==> config.mk <==
export PLATFORM = sky130hd
export DESIGN_NAME = sum_fp_pipe
export DESIGN_NICKNAME = d
export VERILOG_FILES = /design/src/rtl/sum_fp_pkg.sv /design/src/rtl/fp_quant.sv /design/src/rtl/sum_fp_pipe.sv
export SDC_FILE = /design/constraint.sdc
export NUM_CORES = 1
export LEC_CHECK = 0
export CAP_MARGIN = 10
export CELL_PAD_IN_SITES_DETAIL_PLACEMENT = 2
export CELL_PAD_IN_SITES_GLOBAL_PLACEMENT = 2
export CORE_MARGIN = 5
export CORE_UTILIZATION = 39
export DETAILED_ROUTE_END_ITERATION = 16
export DONT_BUFFER_PORTS = 1
export MAX_ROUTING_LAYER = met4
export PLACE_DENSITY_LB_ADDON = 0.3
export SETUP_SLACK_MARGIN = 0.1
export SLEW_MARGIN = 20
export SYNTH_ARGS = -nofsm -noshare
export SYNTH_HDL_FRONTEND = slang
export SYNTH_SLANG_ARGS = --single-unit
==> constraint.sdc <==
create_clock -name i_clock -period 4.46 [get_ports i_clock]
set_clock_uncertainty 0.05 [all_clocks]
set_input_delay 0.892 -clock i_clock [delete_from_list [all_inputs] [get_ports i_clock]]
set_output_delay 0.892 -clock i_clock [all_outputs]
set_load 0.02 [all_outputs]
==> src/rtl/sum_fp_pkg.sv <==
// Shared definitions for the fixed-point sum pipeline: mode encoding and
// helpers that derive the full-precision format from the operand formats.
package sum_fp_pkg;

    localparam logic [1:0] MODE_TRUNC_WRAP = 2'b00;
    localparam logic [1:0] MODE_TRUNC_SAT  = 2'b01;
    localparam logic [1:0] MODE_ROUND_SAT  = 2'b10;
    localparam logic [1:0] MODE_ROUND_WRAP = 2'b11;

    function automatic int max_int(input int a, input int b);
        return (a > b) ? a : b;
    endfunction

    // One extra integer bit so the aligned sum can never overflow.
    function automatic int full_width(input int nb_a, input int nbf_a,
                                      input int nb_b, input int nbf_b);
        return max_int(nb_a - nbf_a, nb_b - nbf_b) + 1 + max_int(nbf_a, nbf_b);
    endfunction

    function automatic logic mode_is_round(input logic [1:0] mode);
        return (mode == MODE_ROUND_SAT) || (mode == MODE_ROUND_WRAP);
    endfunction

    function automatic logic mode_is_sat(input logic [1:0] mode);
        return (mode == MODE_TRUNC_SAT) || (mode == MODE_ROUND_SAT);
    endfunction

endpackage

==> src/rtl/fp_quant.sv <==
// Combinational re-quantiser: signed S(NB_IN,NBF_IN) to S(NB_O,NBF_O) with
// truncate/round and wrap/saturate selected by the mode input.
module fp_quant
    import sum_fp_pkg::*;
#(
    parameter int NB_IN  = 17,
    parameter int NBF_IN = 14,
    parameter int NB_O   = 11,
    parameter int NBF_O  = 10
) (
    input  logic [NB_IN-1:0] value,
    input  logic [1:0]       mode,
    output logic [NB_O-1:0]  result,
    output logic             ovf
);

    localparam int D      = NBF_IN - NBF_O;
    localparam int NBW    = NB_IN + 1;
    localparam int NBX    = max_int(NBW, NB_O) + 1;
    localparam int HALF_I = (D > 0) ? (1 << ((D > 0) ? D - 1 : 0)) : 0;

    localparam logic signed [NBW-1:0] HALF  = NBW'(HALF_I);
    localparam logic signed [NBX-1:0] O_MAX = {{(NBX-NB_O+1){1'b0}}, {(NB_O-1){1'b1}}};
    localparam logic signed [NBX-1:0] O_MIN = {{(NBX-NB_O+1){1'b1}}, {(NB_O-1){1'b0}}};

    logic signed [NBW-1:0] ext;
    logic signed [NBW-1:0] biased;
    logic signed [NBW-1:0] shifted;
    logic signed [NBX-1:0] quant;

    always_comb begin
        // The extra MSB keeps the rounding offset from wrapping at the top of range.
        ext     = {value[NB_IN-1], value};
        biased  = mode_is_round(mode) ? (ext + HALF) : ext;
        shifted = biased >>> D;
        quant   = {{(NBX-NBW){shifted[NBW-1]}}, shifted};
        ovf     = (quant > O_MAX) || (quant < O_MIN);
        if (ovf && mode_is_sat(mode)) begin
            result = (quant > O_MAX) ? O_MAX[NB_O-1:0] : O_MIN[NB_O-1:0];
        end else begin
            result = quant[NB_O-1:0];
        end
    end

endmodule

==> src/rtl/sum_fp_pipe.sv <==
// Two-stage signed fixed-point adder with runtime quantisation/overflow mode,
// global-stall valid/ready handshake and overflow monitoring.
module sum_fp_pipe
    import sum_fp_pkg::*;
#(
    parameter int NB_A   = 16,
    parameter int NBF_A  = 14,
    parameter int NB_B   = 12,
    parameter int NBF_B  = 10,
    parameter int NB_O   = 11,
    parameter int NBF_O  = 10,
    parameter int NB_CNT = 8
) (
    input  logic                                              i_clock,
    input  logic                                              i_reset,
    input  logic                                              i_valid,
    output logic                                              o_ready,
    input  logic [NB_A-1:0]                                   i_A,
    input  logic [NB_B-1:0]                                   i_B,
    input  logic [1:0]                                        i_mode,
    output logic                                              o_valid,
    input  logic                                              i_ready,
    output logic [full_width(NB_A, NBF_A, NB_B, NBF_B)-1:0]   o_full,
    output logic [NB_O-1:0]                                   o_res,
    output logic                                              o_ovf,
    output logic                                              o_ovf_sticky,
    output logic [NB_CNT-1:0]                                 o_ovf_cnt,
    input  logic                                              i_clr_ovf
);

    localparam int NBF    = max_int(NBF_A, NBF_B);
    localparam int NBFULL = full_width(NB_A, NBF_A, NB_B, NBF_B);
    localparam int SH_A   = NBF - NBF_A;
    localparam int SH_B   = NBF - NBF_B;

    if (NBF_O > NBF) begin : g_fmt_check
        $error("NBF_O (%0d) exceeds the full-precision fractional bits (%0d)", NBF_O, NBF);
    end

    logic                     stall;
    logic                     take_in;
    logic                     ovf_event;
    logic signed [NBFULL-1:0] a_aligned;
    logic signed [NBFULL-1:0] b_aligned;
    logic [NB_O-1:0]          q_res;
    logic                     q_ovf;

    logic                     v1_reg;
    logic [NBFULL-1:0]        sum1_reg;
    logic [1:0]               mode1_reg;
    logic                     v2_reg;
    logic [NBFULL-1:0]        full2_reg;
    logic [NB_O-1:0]          res2_reg;
    logic                     ovf2_reg;
    logic                     sticky_reg;
    logic [NB_CNT-1:0]        cnt_reg;

    // A held output freezes the whole pipe, so both stages share one enable.
    assign stall     = v2_reg & ~i_ready;
    assign o_ready   = ~stall;
    assign take_in   = i_valid & ~stall;
    assign ovf_event = ~stall & v1_reg & q_ovf;

    assign a_aligned = NBFULL'($signed(i_A)) <<< SH_A;
    assign b_aligned = NBFULL'($signed(i_B)) <<< SH_B;

    always_ff @(posedge i_clock) begin
        if (i_reset) begin
            v1_reg    <= 1'b0;
            sum1_reg  <= '0;
            mode1_reg <= '0;
        end else if (!stall) begin
            v1_reg <= take_in;
            if (take_in) begin
                sum1_reg  <= a_aligned + b_aligned;
                mode1_reg <= i_mode;
            end
        end
    end

    fp_quant #(
        .NB_IN  (NBFULL),
        .NBF_IN (NBF),
        .NB_O   (NB_O),
        .NBF_O  (NBF_O)
    ) u_quant (
        .value  (sum1_reg),
        .mode   (mode1_reg),
        .result (q_res),
        .ovf    (q_ovf)
    );

    always_ff @(posedge i_clock) begin
        if (i_reset) begin
            v2_reg    <= 1'b0;
            full2_reg <= '0;
            res2_reg  <= '0;
            ovf2_reg  <= 1'b0;
        end else if (!stall) begin
            v2_reg <= v1_reg;
            if (v1_reg) begin
                full2_reg <= sum1_reg;
                res2_reg  <= q_res;
                ovf2_reg  <= q_ovf;
            end
        end
    end

    // Events are counted once per stage-2 load; a coincident clear drops the event.
    always_ff @(posedge i_clock) begin
        if (i_reset || i_clr_ovf) begin
            sticky_reg <= 1'b0;
            cnt_reg    <= '0;
        end else if (ovf_event) begin
            sticky_reg <= 1'b1;
            if (cnt_reg != {NB_CNT{1'b1}}) begin
                cnt_reg <= cnt_reg + NB_CNT'(1);
            end
        end
    end

    assign o_valid      = v2_reg;
    assign o_full       = full2_reg;
    assign o_res        = res2_reg;
    assign o_ovf        = ovf2_reg;
    assign o_ovf_sticky = sticky_reg;
    assign o_ovf_cnt    = cnt_reg;

endmodule

* Yosys cells after proc, flatten, opt, wreduce, memory -nomap -nowiden
Cells that the tools add are included.
** Cells by class
- $add $sub $neg :: 3
- Magnitude comparators :: 2
- Equal/unequal tests :: 4
- Multiplexer cells :: 3
- Bitwise logic cells :: 6
- Reductions and logical operators :: 8
** Operators by type and width (number)
- 11-bit 2-to-1 mux :: 2
- 17-bit by 5-bit adder with 18-bit output, second input constant :: 1
- 18-bit 2-to-1 mux :: 1
- 16-bit by 16-bit adder with 17-bit output :: 1
- 14-bit by 11-bit > comparator with 1-bit output, second input constant :: 1
- 14-bit by 11-bit < comparator with 1-bit output, second input constant :: 1
- 8-bit by 1-bit adder with 8-bit output, second input constant :: 1
- 8-bit != test, second input constant :: 1
- 2-bit AND reduction :: 3
- 1-bit bitwise AND :: 4
- 2-bit == test, second input constant :: 2
- 1-bit logical OR :: 4
- 2-bit by 1-bit == test with 1-bit output, second input constant :: 1
- 1-bit NOT :: 2
- 1-bit logical AND :: 1
** Word-level totals
- Flip-flop bits (word level) :: 59
- Bits of input ports :: 35
- Output and inout port bits :: 40
- Logic and storage cells :: 35

* Logic depth before layout (Yosys ltp)
- Word-level depth :: 7
- Depth in mapped cells :: 9
- Gate-level depth less buffers :: 9

* Modules after synthesis
From an unflattened synthesis, not the netlist that was laid out.
** Second synthesis, totals
- Cell total of the unflattened synthesis :: 392
- Area total of the unflattened synthesis :: 3156.8 µm²
** Modules (own cells, without submodules)
- sum_fp_pipe :: times used 1, cells each 327, area each 2686.3 µm², seq. area each 1181.1 µm²
- fp_quant :: times used 1, cells each 65, area each 470.5 µm², seq. area each 0.0 µm²

* Worst setup path before layout
OpenSTA, ideal clock, no wires.
- Kind :: input -> register
- Start point :: in i_A[4]
- End point :: reg sum1_reg[14]
- Setup time :: 0.087 ns
- Arrival time :: 2.366 ns
- Required time :: 4.323 ns
- Slack :: 1.957 ns
- Stages on the path :: 9
- Buffers on the path :: 0
- Cells stage by stage :: ha_1 > inv_1 > fa_1 > nor2b_1 > o31ai_1 > a21oi_1 > o21ai_1 > xor2_1 > o31ai_1
** Between the ends
- Word-level cells in the longest chain between the ends :: 1
** Ends and longest elaborated chain
- from (decl) :: line sum_fp_pipe.sv:18 : input logic [NB_A-1:0] i_A,
- 16-bit by 16-bit adder with 17-bit output :: line sum_fp_pipe.sv:75 : sum1_reg <= a_aligned + b_aligned;
- to (signal assigned) :: line sum_fp_pipe.sv:75
- to (decl) :: line sum_fp_pipe.sv:49 : logic [NBFULL-1:0] sum1_reg;
Every way passes these cells.
A chain may end at the register's enable or synchronous reset.

* Final worst setup path
- Start point :: reg sum1_reg[4]
- End point :: reg cnt_reg[2] (netlist: o_ovf_cnt[2])
** Between the ends
- Word-level cells in the longest chain between the ends :: 6
- Elaborated cells between the ends (all ways) :: 7
- Classes of those cells :: add/sub: 1; order compare: 2; mux: 1; bitwise: 1; reduce/logical: 2
** Ends and longest elaborated chain
- 17-bit by 5-bit adder with 18-bit output :: line fp_quant.sv:34 : biased = mode_is_round(mode) ? (ext + HALF) : ext;
- 18-bit 2-to-1 mux (*) :: line fp_quant.sv:34
- 14-bit by 11-bit > comparator with 1-bit output or 14-bit by 11-bit < comparator with 1-bit output (tied branches) :: line fp_quant.sv:37 : ovf = (quant > O_MAX) || (quant < O_MIN);
- 1-bit logical OR (*) :: line fp_quant.sv:37
- 1-bit bitwise AND (*) :: line sum_fp_pipe.sv:62 : assign ovf_event = ~stall & v1_reg & q_ovf;
- 2-bit AND reduction (no source line) (*)
- to (signal assigned) :: line sum_fp_pipe.sv:117 : cnt_reg <= cnt_reg + NB_CNT'(1);
- to (decl) :: line sum_fp_pipe.sv:56 : logic [NB_CNT-1:0] cnt_reg;
Mark *: on every way between the ends. The rest lies on a longest branch, timed or not.

==> impl_metrics.yaml <==
cts:
  cts_tree: "done"
  cts_buffer_depth: 2
  cts_made_buffers: 9
  clockRootBuffer: "clkbuf_8"
  post_cts_resized: 0
  clk_latency_ns: 0.35
  holdBufCountCts: 0
  post_cts_buffers: 0
  clock-sinks: 59
  htree_num_levels: 3
  clk_pin_slew_worst_paths_ns: 0.08
synth:
  ys_ff_latch: 59
  synth_cells: 404
  ys_seq_area_share_pct: 36.6
  yosys-top-cells-count: "77 x nand2_1, 59 x dfxtp_1, 41 x a21oi_1, 35 x nor2_1, 17 x a211oi_1"
  syn_nets: 456
  synthDistinctLibCells: 55
  async_reset_ff_share_pct: 0
  synth-edff-count: 0
  synthFlopType: "dfxtp_1"
  syn_avg_cell_area_sq_um: 7.99
  syn-cell-area_sq_mm: 0.00323
  synth_top_area_share_pct: 36.6
  synth_area_leaders: "dfxtp_1 37%, nand2_1 9.0%, a21oi_1 6.4%"
  synth.most_common_cell: "nand2_1"
  yosysTopAreaCell: "dfxtp_1"
  yosysWarnings: 0
final_layout:
  diodes: 0
  layout-drive-gt1-share_pct: 7.81
  syn2layout_area_growth_pct: 8.06
  num-nets-final: 444
timing:
  worst_slew_pin_slew_ns: 0.885
  hold_viol: 0
  clock.fmax_ghz: 0.392
  rsz0062_at_grt: "false"
  period_needed_ns: 2.55
  finalSetupViolations: 0
  relSlewSlack_pct: 40.9
  worst_slack_ns: 1.91
  whs_ns: 0.418
  period_share_pct: 57.1
  slew_violations: 0
  tns_ns: 0
detailed_routing:
  drt-initial-drc-count: 66
  vias: 2890
  drc: 0
  wl_per_cell_um: 18.9
  totalWireLength_mm: 9.50
  viasPerCell: 5.76
  firstDrtPassIters: 4
  final_antenna_net_count: 0
worst_setup_path:
  slowest_delay_ns: 0.52
  worst_path_max_delay_cell: "or4_1"
  path_max_fanout: 12
  end_kind: "flip-flop"
  criticalPathCategory: "flip-flop to flip-flop"
  arrival_ns: 2.79
  worstPathRequired_ns: 4.70
  crit_buf_inv: 0
  critPathTopFamily: "compound AO/OA/AOI/OAI gates"
  cp-start-kind: "flip-flop"
  path_cells: "ha_1 > o211ai_2 > a211oi_1 > a2bb2oi_2 > o21ai_2 > or4_1 > a21oi_1"
floorplan:
  die_w_um: 101
  io_pins: 75
  core-area_sq_mm: 0.00813
  num_rows: 33
  start_util_pct: 39.7
  fp.dieH_um: 101
  die-area_sq_mm: 0.0102
placed_design:
  io_buffers: 0
  globalplace.congestion: 0.810
  dpl_worst_slack_ns: 1.57
  hpwlAfterDp_mm: 7.05
global_route:
  grtUsageTotal_pct: 20.0
  gr-total-overflow: 0
  grt_max_degree: 46
  antenna_found_initial: 0
  grt_pass1_vias: 3208
  grt_pass1_wl_mm: 15.8
power_and_ir_drop:
  power.density_mw_per_mm2: 390
  ir_worst_vdd_uv: 123
  power.leakage_uw: 0.00121
  p_sw_uw: 413
  clock_power_share_pct: 40.9
  internal-power_uw: 949
  switching_share_pct: 30.3
  p_seq_share_pct: 45.2
  combPwrFrac_pct: 13.9
worst_hold_path:
  min_path_type: "flip-flop to flip-flop"
run:
  cap_violations: 0
run_status:
  outcome: "finished, final reports clean"
[power groups by stage]
stage / registers, uW / clock network [uW] / logic [uW]
4_1_cts: 616 / 571 / 193
6_report: 616 / 557 / 189
3_3_place_gp: 626 / 0 / 182
2_1_floorplan: 602 / 0 / 171
3_5_place_dp: 628 / 0 / 190
5_1_grt: 621 / 592 / 215
[layer usage]
metal,track usage [%],routed length (um)
met5,-,0
met4,8.08,207
met3,3.53,341
met2,33.9,4800
met1,23.2,4150
[cell families after synthesis]
| group | synth area share, % |
|---|---|
| DFF | 36.6 |
| adders and majority gates | 6.82 |
| and+or+nand+nor | 24.8 |
| xor gates and xnor gates | 3.80 |
| AOI/OAI and AO/OA | 22.2 |
| muxes | 1.40 |
| buffers and inverters | 4.38 |
[layout make-up]
class / instances / area (sq um)
inverters: 10 / 37.5
fillers: 918 / 4650
flip-flops and latches: 59 / 1180
multi-input cells: 311 / 1910
repair buffers: 1 / 7.51
well taps: 105 / 131
clock buffers: 9 / 124
clock inverters: 7 / 101
[per-stage QoR]
stage               cells  area, sq um  utilization [%]  power, uW
finish                502         3490             42.9       1360
global route          502         3490             42.9       1430
CTS                   502         3490             42.9       1380
detailed placement    486         3260             40.1        818
global placement      486         3260             40.1        808
floorplan             404         3230                -        773
[worst paths after layout]
kind                                  from                   endpoint  slack, ns  cells after the start
setup reg to reg  sum1_reg[4]$_SDFFE_PP0P_  o_ovf_cnt[2]$_SDFFE_PP0P_       1.91                      7
setup / recovery  sum1_reg[4]$_SDFFE_PP0P_  o_ovf_cnt[2]$_SDFFE_PP0P_       1.91                      7
hold / removal    sum1_reg[1]$_SDFFE_PP0P_   sum1_reg[1]$_SDFFE_PP0P_       0.42                      2
hold reg to reg   sum1_reg[1]$_SDFFE_PP0P_   sum1_reg[1]$_SDFFE_PP0P_       0.42                      2
[layout by cell type (no fill, tap or decap), drive strengths merged, types with 7 or more instances in the layout]
cell type | synthesis | routed
a211oi | 17 | 17
a21oi | 42 | 42
clkbuf | 16 | 9
dfxtp | 59 | 59
ha | 16 | 16
inv | 9 | 10
nand2 | 77 | 77
nand2b | 7 | 7
nand3 | 11 | 11
nor2 | 36 | 36
nor3 | 9 | 9
o21ai | 17 | 17
xnor2 | 9 | 9
[tightest hold or removal path, delay by kind of cell, from the launching register on]
family	cells	cell delay, ns
flops	1	0.32
compound gates	1	0.06
simple gates	1	0.05
No activity file was read; power rests on OpenSTA's default activity.
